[src/rtl/roll_pkg.sv]
// Shared types and default timing constants for the roll scheduler.
package roll_pkg;
  typedef enum logic [1:0] {IDLE, RUN, PAUSE} roll_state_e;

  localparam int DEF_PERIOD_W     = 26;
  localparam int DEF_BASE_PERIOD  = 2_500_000;
  localparam int DEF_MAX_PERIOD   = 50_000_000;
  localparam int DEF_GROWTH_SHIFT = 3;
  localparam int DEF_NUM_STEPS    = 16;
endpackage

[src/rtl/roll_interval_counter.sv]
// Interval counter for one roll: counts toward the effective interval and grows
// the period by a saturating fraction of itself after every expiry.
module roll_interval_counter
  import roll_pkg::*;
#(
  parameter int PERIOD_W     = DEF_PERIOD_W,
  parameter int BASE_PERIOD  = DEF_BASE_PERIOD,
  parameter int MAX_PERIOD   = DEF_MAX_PERIOD,
  parameter int GROWTH_SHIFT = DEF_GROWTH_SHIFT
) (
  input  logic i_clk,
  input  logic i_rst_n,
  input  logic i_clear,
  input  logic i_run,
  input  logic i_fast,
  output logic o_expire
);
  localparam logic [PERIOD_W-1:0] BASE = PERIOD_W'(BASE_PERIOD);
  localparam logic [PERIOD_W-1:0] MAXP = PERIOD_W'(MAX_PERIOD);
  localparam logic [PERIOD_W-1:0] ONE  = PERIOD_W'(1);

  logic [PERIOD_W-1:0] r_cnt, r_period;
  logic [PERIOD_W-1:0] w_half, w_eff, w_inc, w_period_nxt;
  logic [PERIOD_W:0]   w_sum;

  always_comb begin
    w_half = r_period >> 1;
    w_eff  = i_fast ? ((w_half == '0) ? ONE : w_half) : r_period;
    w_inc  = r_period >> GROWTH_SHIFT;
    if (w_inc == '0) w_inc = ONE;
    w_sum        = {1'b0, r_period} + {1'b0, w_inc};
    w_period_nxt = (w_sum >= {1'b0, MAXP}) ? MAXP : w_sum[PERIOD_W-1:0];
  end

  // >= rather than == so a count already past a freshly halved interval fires at once
  assign o_expire = i_run && (r_cnt >= w_eff - ONE);

  always_ff @(posedge i_clk or negedge i_rst_n) begin
    if (!i_rst_n) begin
      r_cnt    <= '0;
      r_period <= BASE;
    end else if (i_clear) begin
      r_cnt    <= '0;
      r_period <= BASE;
    end else if (i_run) begin
      if (o_expire) begin
        r_cnt    <= '0;
        r_period <= w_period_nxt;
      end else begin
        r_cnt <= r_cnt + ONE;
      end
    end
  end
endmodule

[src/rtl/roll_scheduler.sv]
// Roll sequencer: issues a decelerating train of advance ticks after a start,
// with pause/resume, speedup and restart handling.
module roll_scheduler
  import roll_pkg::*;
#(
  parameter int PERIOD_W     = DEF_PERIOD_W,
  parameter int BASE_PERIOD  = DEF_BASE_PERIOD,
  parameter int MAX_PERIOD   = DEF_MAX_PERIOD,
  parameter int GROWTH_SHIFT = DEF_GROWTH_SHIFT,
  parameter int NUM_STEPS    = DEF_NUM_STEPS
) (
  input  logic                           i_clk,
  input  logic                           i_rst_n,
  input  logic                           i_start,
  input  logic                           i_pause,
  input  logic                           i_speedup,
  output logic                           o_tick,
  output logic                           o_done,
  output logic                           o_busy,
  output logic                           o_paused,
  output logic [$clog2(NUM_STEPS+1)-1:0] o_step
);
  localparam int STEP_W = $clog2(NUM_STEPS + 1);
  localparam logic [STEP_W-1:0] LAST = STEP_W'(NUM_STEPS);

  roll_state_e       r_state, w_state_nxt;
  logic              r_fast, w_fast_nxt;
  logic [STEP_W-1:0] r_step, w_step_nxt;
  logic              r_tick, w_tick, r_done, w_done;
  logic              w_expire, w_final;

  roll_interval_counter #(
    .PERIOD_W    (PERIOD_W),
    .BASE_PERIOD (BASE_PERIOD),
    .MAX_PERIOD  (MAX_PERIOD),
    .GROWTH_SHIFT(GROWTH_SHIFT)
  ) u_interval (
    .i_clk   (i_clk),
    .i_rst_n (i_rst_n),
    .i_clear (i_start),
    .i_run   (r_state == RUN),
    .i_fast  (r_fast),
    .o_expire(w_expire)
  );

  assign w_final = w_expire && (r_step + STEP_W'(1) == LAST);

  always_comb begin
    w_state_nxt = r_state;
    w_fast_nxt  = r_fast;
    w_step_nxt  = r_step;
    w_tick      = 1'b0;
    w_done      = 1'b0;
    if (i_start) begin
      // a final tick landing on the restart edge is still announced
      w_state_nxt = RUN;
      w_fast_nxt  = 1'b0;
      w_step_nxt  = '0;
      w_tick      = w_final;
      w_done      = w_final;
    end else begin
      case (r_state)
        RUN: begin
          if (w_expire) begin
            w_tick     = 1'b1;
            w_step_nxt = r_step + STEP_W'(1);
          end
          if (w_final) begin
            w_done      = 1'b1;
            w_state_nxt = IDLE;
          end else if (i_pause) begin
            w_state_nxt = PAUSE;
          end else if (i_speedup) begin
            w_fast_nxt = 1'b1;
          end
        end
        PAUSE: begin
          if (i_pause)        w_state_nxt = RUN;
          else if (i_speedup) w_fast_nxt  = 1'b1;
        end
        default: ;
      endcase
    end
  end

  always_ff @(posedge i_clk or negedge i_rst_n) begin
    if (!i_rst_n) begin
      r_state <= IDLE;
      r_fast  <= 1'b0;
      r_step  <= '0;
      r_tick  <= 1'b0;
      r_done  <= 1'b0;
    end else begin
      r_state <= w_state_nxt;
      r_fast  <= w_fast_nxt;
      r_step  <= w_step_nxt;
      r_tick  <= w_tick;
      r_done  <= w_done;
    end
  end

  assign o_tick   = r_tick;
  assign o_done   = r_done;
  assign o_step   = r_step;
  assign o_busy   = (r_state != IDLE);
  assign o_paused = (r_state == PAUSE);
endmodule

[config.mk]
export PLATFORM = sky130hd
export DESIGN_NAME = roll_scheduler
export DESIGN_NICKNAME = d
export VERILOG_FILES = /design/src/rtl/roll_pkg.sv /design/src/rtl/roll_interval_counter.sv /design/src/rtl/roll_scheduler.sv
export SDC_FILE = /design/constraint.sdc
export NUM_CORES = 1
export LEC_CHECK = 0
export CORE_UTILIZATION = 46
export DETAILED_ROUTE_END_ITERATION = 12
export GPL_TIMING_DRIVEN = 0
export PLACE_DENSITY_LB_ADDON = 0.15
export SETUP_SLACK_MARGIN = 0.02
export SYNTH_ARGS = -nofsm -noshare
export SYNTH_HDL_FRONTEND = slang
export SYNTH_HIERARCHICAL = 1
export SYNTH_SLANG_ARGS = --single-unit
[constraint.sdc]
create_clock -name i_clk -period 13.95 [get_ports i_clk]
set_input_delay 2.79 -clock i_clk [delete_from_list [all_inputs] [get_ports i_clk]]
set_output_delay 2.79 -clock i_clk [all_outputs]
set_load 0.05 [all_outputs]
# ---- Word level (Yosys, flattened, before mapping)
# Index checks and enable logic that the tools add are counted.
dict set report totals {
  regBits 62
  inputBits 5
  out_inout_bits 9
  elab_cells 59
}
dict set report classes {
  add_sub_neg 4
  order_cmp 2
  n_eq_ne 6
  n_mux 29
  reduce_logical 11
}
# op n
set ops {}
lappend ops {{$mux 26} 8}
lappend ops {{$logic_not 26->1} 2}
lappend ops {{$add 26x26->27} 1}
lappend ops {{$ge 27x26->1 const B} 1}
lappend ops {{$add 26x1->26 const B} 1}
lappend ops {{$ge 26x26->1} 1}
lappend ops {{$sub 26x1->26 const B} 1}
lappend ops {{$mux 25} 1}
lappend ops {{$mux 23} 1}
lappend ops {{$mux 5} 3}
lappend ops {{$mux 1} 10}
lappend ops {{$mux 2} 4}
lappend ops {{$ne 3x3->1 const B} 2}
lappend ops {{$reduce_bool 2->1} 3}
lappend ops {{$add 5x1->5 const B} 1}
lappend ops {{$eq 5x5->1 const B} 1}
lappend ops {{$ne 4x4->1 const B} 1}
lappend ops {{$pmux 2 s2} 1}
lappend ops {{$reduce_and 2->1} 2}
lappend ops {{$reduce_and 3->1} 1}
lappend ops {{$reduce_bool 3->1} 1}
lappend ops {{$eq 2x1->1 const B} 1}
lappend ops {{$eq 2x2->1 const B} 1}
lappend ops {{$logic_and 1x1->1} 2}
lappend ops {{$pmux 1 s2} 1}

# ---- Depth between registers and ports, before layout
dict set report depth {
  word_depth 10
  mapped_depth 26
  ltp_nobuf 24
}

# ---- Cells and area by module
# Netlist, hierarchy kept.
# mod instances cells_per_inst area_per_inst_um2 seq_area_each_um2
set modules_own_cells {}
lappend modules_own_cells {roll_interval_counter 1 714 5560.3 1311.3}
lappend modules_own_cells {roll_scheduler 1 58 590.6 250.2}

# ---- Worst setup path before layout
# Ideal clock, no wire load.
dict set report synth_path {
  kind {register to register}
  startpoint {reg u_interval.r_period[5]}
  endpoint {reg r_step[3] (netlist: o_step[3])}
  setup_time_ns 0.078
  arrival_time_ns 5.134
  required_time_ns 13.872
  path_slack_ns 8.738
  stages_incl_launch_ff 26
  path_buffers 2
  period_less_slack_ns 5.212
  path_cell_list {dfstp_2 -> clkbuf_1 -> or4_1 -> nor3_1 -> and3_1 -> nand2b_1 -> a31o_2 -> ha_1 -> nor2b_1 -> nand4_1 -> nor3_2 -> nand2_1 -> or3_1 -> nor3_1 -> nor2_1 -> nor4_1 -> a31oi_1 -> ha_1 -> nand3_1 -> a2111oi_0 -> a22oi_1 -> inv_1 -> clkbuf_1 -> nand3b_4 -> or3_1 -> a21oi_1}
}
dict set report synth_via {
  elab_chain_len 8
}
# element line
set synth_lines {}
lappend synth_lines {{from (decl)} roll_interval_counter.sv:22} ;# logic [PERIOD_W-1:0] r_cnt, r_period;
lappend synth_lines {{from (signal assigned)} roll_interval_counter.sv:48} ;# r_period <= w_period_nxt;
lappend synth_lines {{$logic_not 26->1} roll_interval_counter.sv:28} ;# w_eff = i_fast ? ((w_half == '0) ? ONE : w_half) : r_period;
lappend synth_lines {{$mux 25} roll_interval_counter.sv:28}
lappend synth_lines {{$mux 26 *} roll_interval_counter.sv:28}
lappend synth_lines {{$sub 26x1->26 *} roll_interval_counter.sv:36} ;# assign o_expire = i_run && (r_cnt >= w_eff - ONE);
lappend synth_lines {{$ge 26x26->1 *} roll_interval_counter.sv:36}
lappend synth_lines {{$logic_and 1x1->1 *} roll_interval_counter.sv:36}
lappend synth_lines {{net w_expire} roll_scheduler.sv:30} ;# logic w_expire, w_final;
lappend synth_lines {{$reduce_bool 2->1 (no source line) *} n/a}
lappend synth_lines {{$reduce_and 2->1 (no source line) *} n/a}
lappend synth_lines {{to (signal assigned)} roll_scheduler.sv:96} ;# r_step <= w_step_nxt;
lappend synth_lines {{to (decl)} roll_scheduler.sv:28} ;# logic [STEP_W-1:0] r_step, w_step_nxt;
# Mark *: on every way through the listed nets, which the timed path passes. The rest lies on a longest branch.
# A chain may end at the register's enable or synchronous reset.

# ---- Final worst setup path
dict set report layout_path {
  startpoint {reg r_fast}
  endpoint {reg r_fast}
}
dict set report layout_via {
  elab_chain_len 7
  word_cells_on_any_way 12
  classes_between {add/sub: 1; order compare: 1; eq/ne: 1; mux: 6; reduce/logical: 3}
}
# element line
set layout_lines {}
lappend layout_lines {{from (decl)} roll_scheduler.sv:27} ;# logic r_fast, w_fast_nxt;
lappend layout_lines {{from (signal assigned)} roll_scheduler.sv:95} ;# r_fast <= w_fast_nxt;
lappend layout_lines {{$mux 26} roll_interval_counter.sv:28}
lappend layout_lines {{$sub 26x1->26} roll_interval_counter.sv:36}
lappend layout_lines {{$ge 26x26->1} roll_interval_counter.sv:36}
lappend layout_lines {{$logic_and 1x1->1} roll_interval_counter.sv:36}
lappend layout_lines {{net w_expire} roll_scheduler.sv:30}
lappend layout_lines {{$logic_and 1x1->1} roll_scheduler.sv:46} ;# assign w_final = w_expire && (r_step + STEP_W'(1) == LAST);
lappend layout_lines {{$ne 3x3->1 (no source line)} n/a}
lappend layout_lines {{$reduce_and 2->1 (no source line)} n/a}
# The timed path passes the listed nets, and every way through them passes these cells. The select of a mux whose other input is x is not followed.

==> impl_summary.md <==
Power and ir drop
In this run the static leakage power is 2.96 nW. The worst-case IR drop observed on VDD is 0.0000535 V. For this design the ratio of total power to cell area is 65.3 nW/um2.

Routing
After detailed routing, the number of vias per cell comes to 5.86. The number of DRC markers in iteration 0 is 414. The number of DRC violations after detailed routing is 0. The routed layout has 5,704 vias. Once detail routing completed, the nets flagged for antenna violations numbered 0. Dividing the detail-routed wire length by the instance count gives around 17 um. The number of iterations in the first detailed-routing pass is 5. For this block, the routed nets add up to around 16,000 um of wire.

Clocking
Clock tree synthesis found a total of 62 sinks. Clock tree synthesis inserted a total of 9 buffers. The later pin in the worst-skew pair is clocked with a latency of 350 ps. The number of buffers inserted by post-CTS setup repair is 0.

The H-tree was split into 3 levels. Clock-pin slew was measured on the worst setup and hold paths at 50 ps. The clock tree from TritonCTS is yes. CTS placed an instance of sky130_fd_sc_hd__clkbuf_16 at the clock tree root. The count of hold buffers inserted by post-cts repair is 0. The clock passes through at most 2 buffers. After clock tree synthesis, the repair step resized 0 gates.

Yosys
Of all flip-flops after synthesis, the portion carrying an async set or reset was 100%. Summed over all instances, the cell type with the most area after synthesis is sky130_fd_sc_hd__dfrtp_1. The leading cell type by number of instances after synthesis is sky130_fd_sc_hd__nor2_1. Among all flip-flop cells after synthesis, the most frequent one is sky130_fd_sc_hd__dfrtp_1.

The number of nets in the synthesized netlist is a little over 800. The cell count after synthesis came out at 772. The flip-flop and latch count after synthesis is 62. For this run, the register share of the synthesized area comes to 25.4%. The count of cell types in the netlist is 78. The count of yosys warnings during synthesis is 6. In this run the cell area of the synthesized design comes to roughly 6000 um2. The fraction of synthesized cell area taken by the top area cell type is 22.0%. In the post-synthesis netlist, the biggest area contributors are sky130_fd_sc_hd__dfrtp_1 22%, sky130_fd_sc_hd__ha_1 11%, sky130_fd_sc_hd__xor2_1 5.7%. In this run, synthesis inferred 0 flip-flops with an integrated enable. After synthesis, the mean cell area works out to 7.97 um2.

Sorting the synthesized cells by how often they occur yields 81 x sky130_fd_sc_hd__nor2_1, 74 x sky130_fd_sc_hd__nand2_1, 59 x sky130_fd_sc_hd__a21oi_1.

Floorplanning
The floorplan has 41 rows. From left edge to right edge, the die measures between 100 and 150 um. In this run the vertical extent of the chip is between 100 and 150 um. The total core area is 12,800 um2.

The floorplan step defined a die boundary enclosing between 10,000 and 15,000 um2. In this run the count of I/O pins placed on the die edge is 14. The effective utilization at floorplan is 48.0%.

Placement
Port buffering added 13 buffers. Routability-driven placement finished with a final weighted congestion of 0.910. The HPWL reported at the end of detailed placement is 12,800 um. Before CTS, the worst setup slack after placement is between 7000 and 8000 ps.

STA
Dividing the final minimum period by the clock period gives between 40% and 50%. The worst clock skew on the final layout is 5.73 ps. Based on the critical path, the design can be clocked at up to 152 MHz. The minimum period implied by the final worst setup slack is 6580 ps. The hold violation count in the final report is 0. The total negative slack is 0 ps. The final worst slack is approximately 7400 ps. The transition time at the pin with the least slew margin is 768 ps. The max-slew violation count is 0. Setup violations remaining at the end of the flow were counted as 0. Setup repair after global routing left no endpoint under its margin. The worst pin sits at a relative slew slack of approximately half.

Worst setup path
Of all nets on the critical path, the largest fanout is 14. The arrival time at the worst endpoint is 6830 ps. The startpoint kind of the worst setup timing path is a flop. At the worst endpoint, the required time is 14,190 ps. The classification of the worst setup path is flop to flop.

The kind of end point of the critical path is a flop.

Global routing
The number of global-route vias before repair is 5,697. The first-pass GRT wire length is 28,100 um. The number of antenna violations at the first check in global routing came to 0.

Global routing used 25.0% of the available tracks across all layers. Entering global routing, the biggest net connects 35 pins. The residual overflow from global routing is 0.

Job
The max capacitance violation total is 0.

Cells and area
The net count of the finished layout is between 800 and 900. The area added between synthesis and finish is 10.2%. The count of inserted antenna diode cells is 0.

The post-route netlist has ~8.4% of its cells at a drive strength greater than 1.

Run status
The flow ran to the end, and the final reports show no timing, DRC or antenna violations.

Worst hold path
The path category of the worst min-delay check is flop to flop.
## sequential cells by signal, indices dropped and copies added, names as in the netlist
register             count
u_interval/r_cnt        26
u_interval/r_period     26
o_step                   5
r_state                  2
o_done                   1
o_tick                   1
r_fast                   1
## worst max-delay path, stage by stage, from the launching register on
cell and delay, ps:
sky130_fd_sc_hd__dfrtp_1 360, sky130_fd_sc_hd__buf_2 220, sky130_fd_sc_hd__clkbuf_1 330, sky130_fd_sc_hd__clkbuf_1 470, sky130_fd_sc_hd__mux2i_1 290, sky130_fd_sc_hd__ha_1 210
sky130_fd_sc_hd__nor2b_1 190, sky130_fd_sc_hd__nand4_1 310, sky130_fd_sc_hd__nor3_2 440, sky130_fd_sc_hd__nand2_1 170, sky130_fd_sc_hd__or3_1 330, sky130_fd_sc_hd__nor3_1 190
sky130_fd_sc_hd__nor2_1 70, sky130_fd_sc_hd__nor4_1 300, sky130_fd_sc_hd__a31oi_1 110, sky130_fd_sc_hd__ha_1 320, sky130_fd_sc_hd__a21o_1 160, sky130_fd_sc_hd__a2111oi_0 450
sky130_fd_sc_hd__o31ai_1 150, sky130_fd_sc_hd__a22oi_1 290, sky130_fd_sc_hd__inv_1 140, sky130_fd_sc_hd__clkbuf_1 370, sky130_fd_sc_hd__nand3b_1 220, sky130_fd_sc_hd__mux2i_2 140
sky130_fd_sc_hd__a311oi_1 260
## cells by family (layout without fill, tap and decap cells)
group,after synthesis,after routing,share of synthesized area (%)
AO/OA/AOI/OAI,205,205,23.4
XOR/XNOR,69,69,9.83
adder cells (fa/ha/maj),54,54,11.1
buffers and inverters,79,109,5.31
flip-flops,62,62,25.4
multiplexers,7,7,1.22
AND/OR/NAND/NOR,296,296,23.7
## through the flow
stage                     std cells  power (W)  hold WS [ps]  util [%]  cell area, um2
after global routing            974   0.000461           589      52.8            6780
after detailed placement        958   0.000239           546      50.8            6510
after floorplan                 772   0.000221           511         -            6150
final                           974   0.000443           565      52.8            6780
after CTS                       974   0.000446           564      52.8            6780
after global placement          957   0.000236           552      50.7            6500
## per-layer routing
layer	vias to the layer above	wire (um)	track usage (%)
met5	-	0	0
met4	0	304	9.38
met3	23	517	3.15
met2	115	7740	41.8
met1	2739	7930	32.7
li1	2827	-	-
## cell usage in the layout, fill, tap and decap left out, types with 3 or more instances in the layout
cell type / count
sky130_fd_sc_hd__a2111oi_0: 3
sky130_fd_sc_hd__a211oi_1: 7
sky130_fd_sc_hd__a21boi_0: 5
sky130_fd_sc_hd__a21o_1: 12
sky130_fd_sc_hd__a21oi_1: 59
sky130_fd_sc_hd__a311oi_1: 4
sky130_fd_sc_hd__a31o_2: 7
sky130_fd_sc_hd__a31oi_1: 10
sky130_fd_sc_hd__a32o_1: 7
sky130_fd_sc_hd__a41oi_1: 3
sky130_fd_sc_hd__and2_1: 4
sky130_fd_sc_hd__and3_1: 16
sky130_fd_sc_hd__buf_2: 12
sky130_fd_sc_hd__clkbuf_1: 50
sky130_fd_sc_hd__clkbuf_16: 9
sky130_fd_sc_hd__clkdlybuf4s50_1: 12
sky130_fd_sc_hd__dfrtp_1: 54
sky130_fd_sc_hd__dfstp_2: 8
sky130_fd_sc_hd__ha_1: 53
sky130_fd_sc_hd__inv_1: 17
sky130_fd_sc_hd__mux2i_1: 5
sky130_fd_sc_hd__nand2_1: 74
sky130_fd_sc_hd__nand2b_1: 10
sky130_fd_sc_hd__nand3_1: 26
sky130_fd_sc_hd__nand4_1: 10
sky130_fd_sc_hd__nor2_1: 81
sky130_fd_sc_hd__nor2b_1: 8
sky130_fd_sc_hd__nor3_1: 27
sky130_fd_sc_hd__nor4_1: 7
sky130_fd_sc_hd__o211ai_1: 3
sky130_fd_sc_hd__o21a_1: 7
sky130_fd_sc_hd__o21ai_0: 37
sky130_fd_sc_hd__o221ai_1: 3
sky130_fd_sc_hd__o31ai_1: 3
sky130_fd_sc_hd__or2_2: 4
sky130_fd_sc_hd__or3_1: 12
sky130_fd_sc_hd__or4_1: 4
sky130_fd_sc_hd__xnor2_1: 29
sky130_fd_sc_hd__xor2_1: 40
## worst paths after layout
check / start / endpoint / slack (ps) / cells past startpoint
min: u_interval/r_period[13]$_DFFE_PN1P_ / u_interval/r_period[13]$_DFFE_PN1P_ / 570 / 2
min in group asynchronous: i_rst_n / u_interval/r_cnt[4]$_DFFE_PN0P_ / 2490 / 1
min reg2reg: u_interval/r_period[13]$_DFFE_PN1P_ / u_interval/r_period[13]$_DFFE_PN1P_ / 570 / 2
max reg2reg: r_fast$_DFFE_PN0P_ / r_fast$_DFFE_PN0P_ / 7370 / 24
max in group asynchronous: i_rst_n / u_interval/r_period[17]$_DFFE_PN1P_ / 10750 / 2
max: r_fast$_DFFE_PN0P_ / r_fast$_DFFE_PN0P_ / 7370 / 24
## where the power goes
group | internal (W) | total (W) | switching (W)
Clock | 0.000125 | 0.000206 | 0.0000818
Combinational | 0.0000181 | 0.0000517 | 0.0000336
Sequential | 0.000182 | 0.000185 | 0.00000242
Total | 0.000325 | 0.000443 | 0.000118
## layout make-up
class,instances,area (um2)
inverters,18,67.6
clock inverters,2,10.0
fillers,1256,6050
plain buffers,61,259
well taps,172,215
clock buffers,14,254
multi-input cells,631,4260
flip-flops and latches,62,1560
repair buffers,14,145
Power figures use the tool's default switching activity.
